[config.mk]
export PLATFORM = sky130hd
export DESIGN_NAME = store_align_buffer
export DESIGN_NICKNAME = d
export VERILOG_FILES = /design/src/rtl/store_pkg.sv /design/src/rtl/store_lane_align.sv /design/src/rtl/store_align_buffer.sv
export SDC_FILE = /design/constraint.sdc
export NUM_CORES = 1
export LEC_CHECK = 0
export BUFFER_PORTS_ARGS = -buffer_cell sky130_fd_sc_hd__buf_2
export CAP_MARGIN = 20
export CORE_ASPECT_RATIO = 0.6
export CORE_MARGIN = 1.5
export CORE_UTILIZATION = 45
export DETAILED_ROUTE_END_ITERATION = 10
export PLACE_DENSITY_LB_ADDON = 0.3
export SYNTH_ARGS = -nofsm -noshare
export SYNTH_HDL_FRONTEND = slang
export SYNTH_SLANG_ARGS = --single-unit
export TNS_END_PERCENT = 20
[constraint.sdc]
create_clock -name clk -period 2.7 [get_ports clk]
set_input_delay 0 -clock clk [delete_from_list [all_inputs] [get_ports clk]]
set_output_delay 0 -clock clk [all_outputs]
set_load 0.05 [all_outputs]
[src/rtl/store_pkg.sv]
// Shared store encodings and the buffered-entry payload for store_align_buffer.
// Entry fields are sized for the widest legal configuration.
package store_pkg;

  localparam logic [1:0] ST_WORD  = 2'b00;
  localparam logic [1:0] ST_BYTE  = 2'b01;
  localparam logic [1:0] ST_HALF  = 2'b10;
  localparam logic [1:0] ST_DWORD = 2'b11;

  localparam int unsigned MAX_ADDR_W = 64;
  localparam int unsigned MAX_DATA_W = 64;
  localparam int unsigned MAX_STRB_W = MAX_DATA_W / 8;

  typedef struct packed {
    logic [MAX_ADDR_W-1:0] addr;
    logic [MAX_DATA_W-1:0] wdata;
    logic [MAX_STRB_W-1:0] wstrb;
  } store_entry_t;

endpackage

[src/rtl/store_lane_align.sv]
// Combinational lane steering: maps {offset, store type, raw data} to bus wdata/wstrb.
// Offsets are always forced down to natural alignment; misaligned_c_o flags the original offset.
module store_lane_align
  import store_pkg::*;
#(
  parameter int unsigned DATA_W = 32,
  localparam int unsigned STRB_W = DATA_W / 8,
  localparam int unsigned OFF_W  = $clog2(STRB_W)
) (
  input  logic [OFF_W-1:0]  off_i,
  input  logic [1:0]        type_i,
  input  logic [DATA_W-1:0] data_i,
  output logic [DATA_W-1:0] wdata_c_o,
  output logic [STRB_W-1:0] wstrb_c_o,
  output logic              misaligned_c_o
);

  logic [3:0]        nbytes;
  logic [OFF_W-1:0]  align_mask;
  logic [OFF_W-1:0]  off_al;
  logic [STRB_W-1:0] strb_base;
  logic [DATA_W-1:0] byte_mask;

  always_comb begin
    nbytes = 4'd4;
    case (type_i)
      ST_BYTE:  nbytes = 4'd1;
      ST_HALF:  nbytes = 4'd2;
      ST_DWORD: nbytes = (DATA_W == 64) ? 4'd8 : 4'd4;
      default:  nbytes = 4'd4;
    endcase

    align_mask     = OFF_W'(nbytes - 4'd1);
    misaligned_c_o = (off_i & align_mask) != '0;
    off_al         = off_i & ~align_mask;
    strb_base      = STRB_W'((9'd1 << nbytes) - 9'd1);

    // Widen strobe bits into a byte mask so unused operand bits never reach the bus.
    byte_mask = '0;
    for (int b = 0; b < int'(STRB_W); b++) begin
      byte_mask[b*8 +: 8] = {8{strb_base[b]}};
    end

    wstrb_c_o = strb_base << off_al;
    wdata_c_o = (data_i & byte_mask) << {off_al, 3'b000};
  end

endmodule

[src/rtl/store_align_buffer.sv]
// Store buffer: aligns stores onto the memory bus and queues them in a DEPTH-entry FIFO.
// Optional STORE_MISALIGN_CHECK_EN: reject misaligned stores and report them via misalign_err/addr.
module store_align_buffer
  import store_pkg::*;
#(
  parameter int unsigned DATA_W = 32,
  parameter int unsigned DEPTH  = 4,
  parameter int unsigned ADDR_W = 32,
  localparam int unsigned PTR_W  = $clog2(DEPTH),
  localparam int unsigned CNT_W  = PTR_W + 1,
  localparam int unsigned STRB_W = DATA_W / 8
) (
  input  logic              clk,
  input  logic              rst_n,
  input  logic              in_valid,
  output logic              in_ready,
  input  logic [ADDR_W-1:0] in_addr,
  input  logic [DATA_W-1:0] in_data,
  input  logic [1:0]        in_type,
  input  logic              flush,
  output logic              mem_valid,
  input  logic              mem_ready,
  output logic [ADDR_W-1:0] mem_addr,
  output logic [DATA_W-1:0] mem_wdata,
  output logic [STRB_W-1:0] mem_wstrb,
  output logic              misalign_err,
  output logic [ADDR_W-1:0] misalign_addr,
  output logic [CNT_W-1:0]  count
);

  localparam int unsigned OFF_W = $clog2(STRB_W);

  logic [PTR_W-1:0]  wr_ptr_q, rd_ptr_q;
  logic [CNT_W-1:0]  count_q;
  store_entry_t      fifo_q [DEPTH];
  store_entry_t      entry_d;
  logic [DATA_W-1:0] al_wdata;
  logic [STRB_W-1:0] al_wstrb;
  logic              al_mis;
  logic              accept, push, pop;

  store_lane_align #(.DATA_W(DATA_W)) u_lane_align (
    .off_i          (in_addr[OFF_W-1:0]),
    .type_i         (in_type),
    .data_i         (in_data),
    .wdata_c_o      (al_wdata),
    .wstrb_c_o      (al_wstrb),
    .misaligned_c_o (al_mis)
  );

  assign in_ready  = (count_q != CNT_W'(DEPTH));
  assign mem_valid = (count_q != '0);
  assign accept    = in_valid && in_ready;
  assign pop       = mem_valid && mem_ready;
  assign count     = count_q;

  assign mem_addr  = fifo_q[rd_ptr_q].addr[ADDR_W-1:0];
  assign mem_wdata = fifo_q[rd_ptr_q].wdata[DATA_W-1:0];
  assign mem_wstrb = fifo_q[rd_ptr_q].wstrb[STRB_W-1:0];

  always_comb begin
    entry_d       = '0;
    entry_d.addr  = MAX_ADDR_W'({in_addr[ADDR_W-1:OFF_W], {OFF_W{1'b0}}});
    entry_d.wdata = MAX_DATA_W'(al_wdata);
    entry_d.wstrb = MAX_STRB_W'(al_wstrb);
  end

`ifdef STORE_MISALIGN_CHECK_EN
  logic              err_q;
  logic [ADDR_W-1:0] err_addr_q;

  assign push          = accept && !al_mis;
  assign misalign_err  = err_q;
  assign misalign_addr = err_addr_q;

  // Misaligned requests are consumed but only reported, never queued.
  always_ff @(posedge clk or negedge rst_n) begin
    if (!rst_n) begin
      err_q      <= 1'b0;
      err_addr_q <= '0;
    end else begin
      err_q <= accept && al_mis && !flush;
      if (accept && al_mis && !flush) begin
        err_addr_q <= in_addr;
      end
    end
  end
`else
  logic unused_mis;

  assign unused_mis    = al_mis;
  assign push          = accept;
  assign misalign_err  = 1'b0;
  assign misalign_addr = '0;
`endif

  always_ff @(posedge clk or negedge rst_n) begin
    if (!rst_n) begin
      wr_ptr_q <= '0;
      rd_ptr_q <= '0;
      count_q  <= '0;
    end else if (flush) begin
      wr_ptr_q <= '0;
      rd_ptr_q <= '0;
      count_q  <= '0;
    end else begin
      if (push) wr_ptr_q <= wr_ptr_q + PTR_W'(1);
      if (pop)  rd_ptr_q <= rd_ptr_q + PTR_W'(1);
      count_q <= count_q + CNT_W'(push) - CNT_W'(pop);
    end
  end

  // Payload storage carries no reset; validity is tracked by count_q alone.
  always_ff @(posedge clk) begin
    if (push && !flush) begin
      fifo_q[wr_ptr_q] <= entry_d;
    end
  end

endmodule

* Yosys cells after proc, flatten, opt, wreduce, memory -nomap -nowiden
Memories as Yosys holds them, arrays and structs flattened.
Cells that the tools add are included.
** Word-level totals
- Output and inout port bits :: 106
- Memories kept :: 1
- Input port bits :: 71
- Register bits :: 7
- RAM bits :: 264
- Word-level logic and storage cells :: 34
** Memories
- fifo_q :: depth 4, width 66, rd ports 1, clocked after Yosys merged registers in 0, write ports 1, RTL line store_align_buffer.sv:35 : store_entry_t fifo_q [DEPTH];
** Operators by class
- Bitwise gates (word level) :: 3
- Muxes and demuxes :: 8
- Equality and inequality tests :: 3
- Shift-type cells :: 3
- Reductions and logical operators :: 7
- Add/sub/neg operators :: 6
** Operators with widths (count)
- $and 32x32->32 :: 1
- $shl 32x5->32 :: 1
- $mux 2 :: 4
- $pmux 3 s2 :: 1
- $add 2x1->2 const B :: 2
- $reduce_bool 2->1 :: 2
- $shl 1x3->4 const A :: 1
- $shl 4x2->4 :: 1
- $sub 4x1->4 const B :: 1
- $add 3x1->3 :: 1
- $logic_and 1x1->1 :: 3
- $mux 3 :: 1
- $ne 3x3->1 const B :: 1
- $reduce_bool 3->1 :: 1
- $sub 3x1->3 :: 1
- $and 2x2->2 :: 1
- $eq 2x1->1 const B :: 1
- $eq 2x2->1 const B :: 1
- $mux 1 :: 2
- $not 2->2 :: 1
- $sub 2x1->2 const B :: 1
- $logic_not 1->1 :: 1

* Longest topological paths before layout
Gate-level depths: netlist of the first run.
- Word-level depth :: 6
- Depth in mapped cells :: 10
- Gate-level depth less buffers :: 10

* By module
From an unflattened synthesis of the first run, not the netlist that was laid out.
** Unflattened totals
- Cells, all modules :: 507
- Area total of the unflattened synthesis :: 10785.3 sq um
** By module, submodules not included
- store_align_buffer :: cells each 428, instances 1, sequential area each 8102.8 sq um, area each 10273.6 sq um
- store_lane_align :: cells each 79, instances 1, sequential area each 0.0 sq um, area each 511.7 sq um

* Worst setup path after synthesis of the first run
No wires, ideal clock.
- Path kind :: register to register
- Start point :: reg count_q[1], in the netlist count[1]
- End point :: mem fifo_q[0][0] in the netlist's numbering (enable)
- Clock period less this slack :: 3175 ps
- Setup time :: 431 ps
- Data required time :: 2269 ps
- Setup slack :: -475 ps
- Data arrival time :: 2744 ps
- Stages on the path, launching flop included :: 4
- Path buffers :: 0
- Cells stage by stage :: dfrtp_1 -> nor3b_1 -> nor3_1 -> and2_1
** Between the ends
- Cells in the longest elaborated chain, start to end :: 5
** Ends and longest elaborated chain
- start: declaration :: RTL line store_align_buffer.sv:34 : logic [CNT_W-1:0] count_q;
- start signal: assignment :: RTL line store_align_buffer.sv:109 : count_q <= count_q + CNT_W'(push) - CNT_W'(pop);
- $ne 3x3->1 :: RTL line store_align_buffer.sv:51 : assign in_ready = (count_q != CNT_W'(DEPTH));
- $logic_and 1x1->1 :: RTL line store_align_buffer.sv:53 : assign accept = in_valid && in_ready;
- $logic_and 1x1->1 :: RTL line store_align_buffer.sv:115 : if (push && !flush) begin
- $mux 1 :: RTL line store_align_buffer.sv:115
- $mux 1 (not written as such) :: RTL line store_align_buffer.sv:116 : fifo_q[wr_ptr_q] <= entry_d;
- end: declaration :: RTL line store_align_buffer.sv:35
No other way between the ends.

* Worst setup path in the final report of the first run
- Start point :: reg count_q[1], in the netlist count[1]
- End point :: reg count_q[2], in the netlist count[2]
** Between the ends
- Cells in the longest elaborated chain, start to end :: 5
- Elaborated cells between the ends (all ways) :: 7
- Classes of those cells :: add/sub: 2; eq/ne: 1; mux: 1; reduce/logical: 3
** Ends and longest elaborated chain
- $ne 3x3->1 :: RTL line store_align_buffer.sv:51
- $logic_and 1x1->1 :: RTL line store_align_buffer.sv:53
- $add 3x1->3 :: RTL line store_align_buffer.sv:109
- $sub 3x1->3 * :: RTL line store_align_buffer.sv:109
- $mux 3 * :: RTL line store_align_buffer.sv:102 : end else if (flush) begin
Mark *: on every way between the ends. The rest lies on a longest branch, timed or not.
A chain may end at the register's enable or synchronous reset.

==> results.cfg, run 1 <==
[logic_synthesis]
synth_compound_area_frac = 0.0239
synthAdderAreaFrac = 0.0110
avgSynthCellArea_um2 = 21.2
synth_xor_area_frac = 0.00322
synthDistinctLibCells = 35
async_flop_share = 0.0258
synthTopCellsByArea = edfxtp_1 73%, mux4_2 14%, buf_4 2.8%
synth_top_family_by_area = multiplexers
synthSimpleGateAreaFrac = 0.0231
ys_dominant_reg_cell = edfxtp_1
synthCells = 513
synthMuxAreaShare = 0.152
synth_top_area_share = 0.728
synth_seq_cells = 271
synth_edf_count = 264
ys_warn_count = 0
yosys.area.top_type = edfxtp_1
syn_area_um2 = 10900
seq_area_frac_synth = 0.744

[power_and_ir_drop]
power_uw = 12100
power.leakage_uw = 0.00475
peakVddDrop_mv = 0.511
powerDensity_nw_per_um2 = 917

[timing]
slew_viol_final = 0
setup_violations = 0
skew_ns = 0.0157
fin_crit_sh = 0.878
worst_slack_ns = 0.329
timing.slew.headroom = 0.467
rsz0062_at_grt = no
max_freq_mhz = 422
hold_slack_ns = 0.0349
hold_viol = 0
tightest_slew_ns = 0.799
fin_crit_ns = 2.37

[place]
io_buffers = 141
dp_hpwl_mm = 14.1
gp_congestion = 0.812
placed_cell_area_um2 = 11900
preCtsSetupSlack_ns = 0.370

[detailed_routing]
route.detailed.drc = 0
viasPerCell = 5.23
drt_wl_total_mm = 22.0
dr_wl_met2_mm = 10.6
vias = 5532
wl_per_cell_um = 20.8
first_iter_violations = 417
antenna_left = 0
wl_met1_mm = 9.84
dr.pass1.iters = 5
wl_met3_mm = 1.26
top_layer = met4

[cells_and_area]
final_util = 0.566
syn_to_final_growth_pct = 21.5
layout_common_cells = 264 x edfxtp_1, 141 x buf_2, 66 x mux4_2
final_common_cell = edfxtp_1
n_antenna_cell = 0
finalInstanceArea_um2 = 13200
drive_gt1_frac = 0.364
nets = 804

[floorplan]
num_io_pins = 177
core_um2 = 23400
initial_core_util = 0.465
row_count = 43
die_height_um = 124
dieArea_um2 = 25200
fp.dieW_um = 204

[clock_tree]
worstSkewPairLatency_ns = 0.52
cts_setup_buffers = 0
cts.path.max_buffers = 3
htree_levels = 1
cts_sinks = 271
tritoncts = yes
cts_root_buf = clkbuf_16
cts_buffers = 25
clkTransAtPathRegs_ns = 0.06

[worst_hold_path]
hp-class = input pin to flop

[global_routing]
grt_pass1_vias = 5725
track_usage = 0.177
grt_overflow = 0
grt_pass1_wl_mm = 33.3
grt_max_degree = 36
antenna_found_initial = 0

[setup_path]
critPathCaptureType = flop
critPathLaunchType = flop
worstSetupPathType = flop to flop
required_ns = 3.10
cp_max_fo = 7
crit_arrival_ns = 2.77

[outcome]
status = finished clean

[flow_run]
drv_cap = 0
registers in the layout, summed over array words and instances, names as in the netlist:
name and count:
wr_ptr_q 2, rd_ptr_q 2, count 3, fifo_q 264
power by group:
| group | total [µW] | internal (µW) | leakage (µW) | switching [µW] |
|---|---|---|---|---|
| clock | 3410 | 1900 | 0.000386 | 1510 |
| combinational | 3730 | 1160 | 0.00187 | 2570 |
| sequential | 5000 | 4900 | 0.00250 | 93.0 |
routing by layer:
metal / global-route usage / up-vias
li1: - / 2466
met1: 0.255 / 2852
met2: 0.287 / 185
met3: 0.0311 / 29
met4: 0.0319 / 0
met5: 0 / -
synth_stat cells (7+ instances only):
cell type	instances
inv_1	8
nor2_1	14
buf_4	40
mux4_2	66
a221o_1	8
mux2i_1	17
dfrtp_1	7
o22ai_1	8
o211a_1	8
nor2b_1	10
and3_1	8
ha_1	8
edfxtp_1	264
per-stage QoR:
step,std cells,setup TNS [ns]
floorplan,547,-94.04
finish,1057,0
detailed placement,962,0
global route,1057,0
global placement,962,0
CTS,1057,0
area by class of cell:
class                   count  area, µm²
clock buffers              25        626
clock inverters            20        170
fillers                  1802      10200
inverters                   9       33.8
multi-input cells         210       2460
flip-flops and latches    271       8110
well taps                 315        394
repair buffers            207       1440
kinds of logic (layout without fill, tap and decap cells):
logic type | count (synthesis) | after routing
DFF | 271 | 271
adders and majority gates | 9 | 9
and+or+nand+nor | 47 | 47
AOI/OAI and AO/OA | 32 | 32
muxes | 83 | 83
xor gates and xnor gates | 4 | 4
other | 1 | 35
buffers and inverters | 66 | 261
worst max-delay path: stages, from the launching register on:
cell and delay (ns):
dfrtp_1 0.46, nor3b_1 0.51, nor2_1 0.13, inv_1 0.10
ha_1 0.23, inv_1 0.06, ha_1 0.12, inv_1 0.04
fa_1 0.37, xnor2_1 0.17, nor2_1 0.05
what timing repair did:
action / CTS / global route
gates resized for setup: 0 / 0
endpoints found under the hold margin: 210 / 0
hold buffers: 50 / 0
final timing paths:
check	startpoint	end	slack [ns]	cells after the start
min in group asynchronous	rst_n	rd_ptr_q[0]	0.44	3
worst min register to register	wr_ptr_q[1]	wr_ptr_q[1]	0.60	2
worst max register to register	count[1]	count[2]	0.33	10
worst max-delay path	count[1]	count[2]	0.33	10
worst min-delay path	in_data[22]	fifo_q[2][26]	0.03	3
max in group asynchronous	rst_n	rd_ptr_q[0]	1.99	3
Note: power is estimated with default switching activity, not from simulation.
==> run 2, diff against run 1 <==
- SYNTH_HIERARCHICAL: default -> 1
==> results.cfg, run 2 <==
[detailed_routing]
wl_per_cell_um = 21.2
drt_wl_total_mm = 22.2
dr.pass1.iters = 5
route.detailed.drc = 0
viasPerCell = 5.23
first_iter_violations = 379
vias = 5466
antenna_left = 0

[power_and_ir_drop]
seq_power_share = 0.413
intPower_uw = 8120
peakVddDrop_mv = 0.437
combPwrFrac = 0.299
netSwitchingPower_uw = 4140
powerDensity_nw_per_um2 = 939
p_clk_frac = 0.288
power.leakage_uw = 0.00456
power.share.switching = 0.338

[global_routing]
grtUsageMet3 = 0.0475
grt_max_degree = 46
grt_use_met1 = 0.264
antenna_found_initial = 0
grt_pass1_wl_mm = 33.3
grt.busiest_layer = met2
grt_pass1_vias = 5685
track_usage = 0.180
grt_use_met2 = 0.276
grt_overflow = 0

[worst_hold_path]
hp-class = input pin to flop
hold_path_depth = 3
worstHoldStart = in_data[22]
min_to = fifo_q[1][26]

[logic_synthesis]
syn_area_um2 = 10800
synthCells = 505
avgSynthCellArea_um2 = 21.3
ys_warn_count = 6

[timing]
tightest_slew_ns = 0.701
max_freq_mhz = 413
setup_violations = 0
skew_ns = 0.0125
fin_crit_ns = 2.42
setup_tns_ns = 0
fin_crit_sh = 0.896
worst_slack_ns = 0.280
slew_viol_final = 0
rsz0062_at_grt = no
timing.slew.headroom = 0.533
hold_viol = 0

[cells_and_area]
syn_to_final_growth_pct = 21.2
drive_gt1_frac = 0.365
nets = 793
final_common_cell = edfxtp_1
finalInstanceArea_um2 = 13100
layout_common_cells = 264 x edfxtp_1, 141 x buf_2, 66 x mux4_2
n_antenna_cell = 0
regMostFlops = fifo_q
largest_reg_flops = 264

[floorplan]
initial_core_util = 0.463
die_height_um = 123
fp.dieW_um = 203
num_io_pins = 177
row_count = 43
dieArea_um2 = 24900
core_um2 = 23300

[clock_tree]
tritoncts = yes
cts.path.max_buffers = 3
worstSkewPairLatency_ns = 0.53
cts_buffers = 26
htree_levels = 1
cts_resized = 0
cts_root_buf = clkbuf_16
cts_sinks = 271
clkTransAtPathRegs_ns = 0.06

[setup_path]
path_cells = buf_4 > mux4_2 > buf_2
critPathCaptureType = output pin
path_delay_family = flip-flops
cp_max_fo = 22
reg2reg_to = count[2]
critPathLaunchType = flop
worstSetupPathType = flop to output pin
timing.rr.start = count[1]
r2r_slack_ns = 0.31
cpPeakStageDelay_ns = 0.75
path_buf_inv = 2
reg2regPathDepth = 10
crit_arrival_ns = 2.42
cpMaxStageDelayCell = dfrtp_4
required_ns = 2.70

[place]
dp_hpwl_mm = 14.4
preCtsSetupSlack_ns = 0.329
io_buffers = 141
placed_cell_area_um2 = 11800
gp_congestion = 0.924

[outcome]
status = finished clean

[flow_run]
drv_cap = 0
## run 2: power by group through the flow
stage,clock (µW),combinational [µW],sequential [µW]
floorplan,0,2900,5120
global placement,0,3620,5140
detailed placement,0,3650,5160
CTS,3600,3730,5070
global route,3790,3870,5090
finish,3530,3670,5060
## run 2: what timing repair did
action	in CTS	in global routing
hold buffers	47	0
setup buffers	0	0
endpoints found under the setup margin	0	0
endpoints found under the hold margin	180	0
## run 2: layout make-up
type | count | area, µm²
fill | 1791 | 10200
sequential | 271 | 8110
multi-input combinational | 200 | 2310
timing repair buffer | 204 | 1380
clock buffer | 32 | 673
tap | 315 | 394
clock inverter | 13 | 146
inverter | 11 | 41.3
## run 2: layer usage
layer  vias up  routed length, µm
met3        39               1550
met4         0                368
met5         -                  0
met1      2850              10100
met2       182              10200
li1       2395                  -
## run 2: per-stage QoR
stage          power [µW]  instances   util  hold WS (ns)
5_1_grt             12800       1046  0.561        0.0496
2_1_floorplan        8030        539      -        -0.296
4_1_cts             12400       1046  0.561        0.0200
6_report            12300       1046  0.561        0.0509
3_5_place_dp         8810        954  0.505        -0.150
3_3_place_gp         8760        954  0.505        -0.160
## run 2: worst max-delay path by stage
stage           startpoint           end  slack [ns]  depth (start not counted)
4_1_cts        rd_ptr_q[0]  mem_addr[26]        0.22                          3
2_1_floorplan     count[1]  fifo_q[0][0]       -0.47                          3
5_1_grt           count[1]      count[2]        0.13                         10
3_5_place_dp      count[1]      count[2]        0.33                         10
6_report       rd_ptr_q[0]  mem_addr[26]        0.28                          3
3_3_place_gp      count[1]      count[2]        0.44                         10
## run 2: worst register-to-register path, cell delays in order, from the launching register on
cell     delay, ns
dfrtp_1       0.47
nor3b_1       0.52
nor2_1        0.15
inv_1         0.09
ha_1          0.22
inv_1         0.06
ha_1          0.13
inv_1         0.05
fa_1          0.39
xnor2_1       0.17
nor2_1        0.05
==> run 3, diff against run 2 <==
- CORE_UTILIZATION: 45 -> 51
- SYNTH_HIERARCHICAL: 1 -> default
==> results.cfg, run 3 (synthesis gave the netlist of run 1 again) <==
[outcome]
status = finished clean

[cells_and_area]
syn_to_final_growth_pct = 21.5
layout_common_cells = 264 x edfxtp_1, 141 x buf_2, 66 x mux4_2
stdcell_count = 1026
final_util = 0.631
seqCellArea_um2 = 8110
drive_gt1_frac = 0.363
largest_reg_flops = 264
regMostFlops = fifo_q
multi_input_area_um2 = 2460
nets = 809
n_antenna_cell = 0
final_common_cell = edfxtp_1
nFillCells = 1474
finalInstanceArea_um2 = 13200

[floorplan]
num_io_pins = 177
core_um2 = 21000
row_count = 41
dieArea_um2 = 22300
initial_core_util = 0.519
fp.dieW_um = 192
die_height_um = 116

[power_and_ir_drop]
power.leakage_uw = 0.00479
power_uw = 12300
peakVddDrop_mv = 0.627
powerDensity_nw_per_um2 = 929

[clock_tree]
cts_sinks = 271
cts_setup_buffers = 0
htree_levels = 1
cts_buffers = 25
cts_root_buf = clkbuf_16
hold_buffers = 52
clkTransAtPathRegs_ns = 0.06
cts.path.max_buffers = 3
cts_resized = 0
tritoncts = yes
worstSkewPairLatency_ns = 0.51

[timing]
hold_viol = 0
hold_slack_ns = 0.0289
max_freq_mhz = 386
rsz0062_at_grt = no
timing.slew.headroom = 0.398
tightest_slew_ns = 0.902
setup_violations = 0
slew_viol_final = 0
skew_ns = 0.00733
fin_crit_ns = 2.59
fin_crit_sh = 0.960

[flow_run]
drv_cap = 0

[detailed_routing]
viasPerCell = 5.49
dr.pass1.iters = 5
drt_wl_total_mm = 21.9
antenna_left = 0
vias = 5637
first_iter_violations = 431
route.detailed.drc = 0
wl_per_cell_um = 21.3

[place]
placed_cell_area_um2 = 11900
place_inst = 929
io_buffers = 141
dp_hpwl_mm = 13.5
gp_congestion = 0.826

[global_routing]
grt_pass1_wl_mm = 33.0
antenna_found_initial = 0
grt_pass1_vias = 5787
grt_max_degree = 40
track_usage = 0.201
grt_overflow = 0

[setup_path]
required_ns = 2.93
worstSetupPathType = input pin to flop
critPathLaunchType = input pin
crit_arrival_ns = 2.82
cp_max_fo = 11
critPathCaptureType = flop

[worst_hold_path]
hp-class = input pin to flop
==> run 3: power breakdown <==
part           switching, µW  internal, µW  leakage, µW  total (µW)
clock network           1460          2080     0.000402        3530
registers                179          4900      0.00250        5080
logic                   2500          1180      0.00189        3680
==> run 3: per-stage QoR <==
stage,setup TNS (ns),setup WS (ns)
6_report,0,0.108
5_1_grt,0,0.0621
4_1_cts,0,0.219
3_5_place_dp,0,0.271
3_3_place_gp,0,0.496
2_1_floorplan,-94.04,-0.475
==> run 3: routing by layer <==
| layer | vias up | GRT usage | part of all wire |
|---|---|---|---|
| li1 | 2464 | - | - |
| met1 | 2933 | 0.293 | 0.44 |
| met2 | 212 | 0.327 | 0.48 |
| met3 | 28 | 0.0334 | 0.066 |
| met4 | 0 | 0.0453 | 0.015 |
| met5 | - | 0 | 0 |
==> run 3: path summary, 6_finish.rpt <==
| kind | to | slack [ns] | from | depth (start not counted) |
|---|---|---|---|---|
| worst max-delay path | fifo_q[3][21] | 0.11 | in_addr[1] | 6 |
| worst min-delay path | fifo_q[3][27] | 0.03 | in_data[23] | 3 |
| worst max register to register | count[2] | 0.22 | count[1] | 10 |
| worst min register to register | wr_ptr_q[1] | 0.65 | wr_ptr_q[1] | 2 |
| max in group asynchronous | rd_ptr_q[0] | 1.97 | rst_n | 3 |
| min in group asynchronous | wr_ptr_q[1] | 0.45 | rst_n | 3 |
==> run 3: layout make-up <==
cell class                      instances  share of cell area
Clock buffer                           27              0.0478
Tap cell                              279              0.0264
Sequential cell                       271               0.613
Inverter                                9             0.00255
Multi-Input combinational cell        210               0.186
Clock inverter                         18              0.0143
Timing Repair Buffer                  212               0.110
==> run 3: worst max-delay path, cell delays in order <==
cell and delay (ns):
dlygate4sd3_1 0.53, buf_2 0.13, nor2b_1 0.72, nor2_1 0.39, a221o_1 0.43, dlygate4sd3_1 0.61
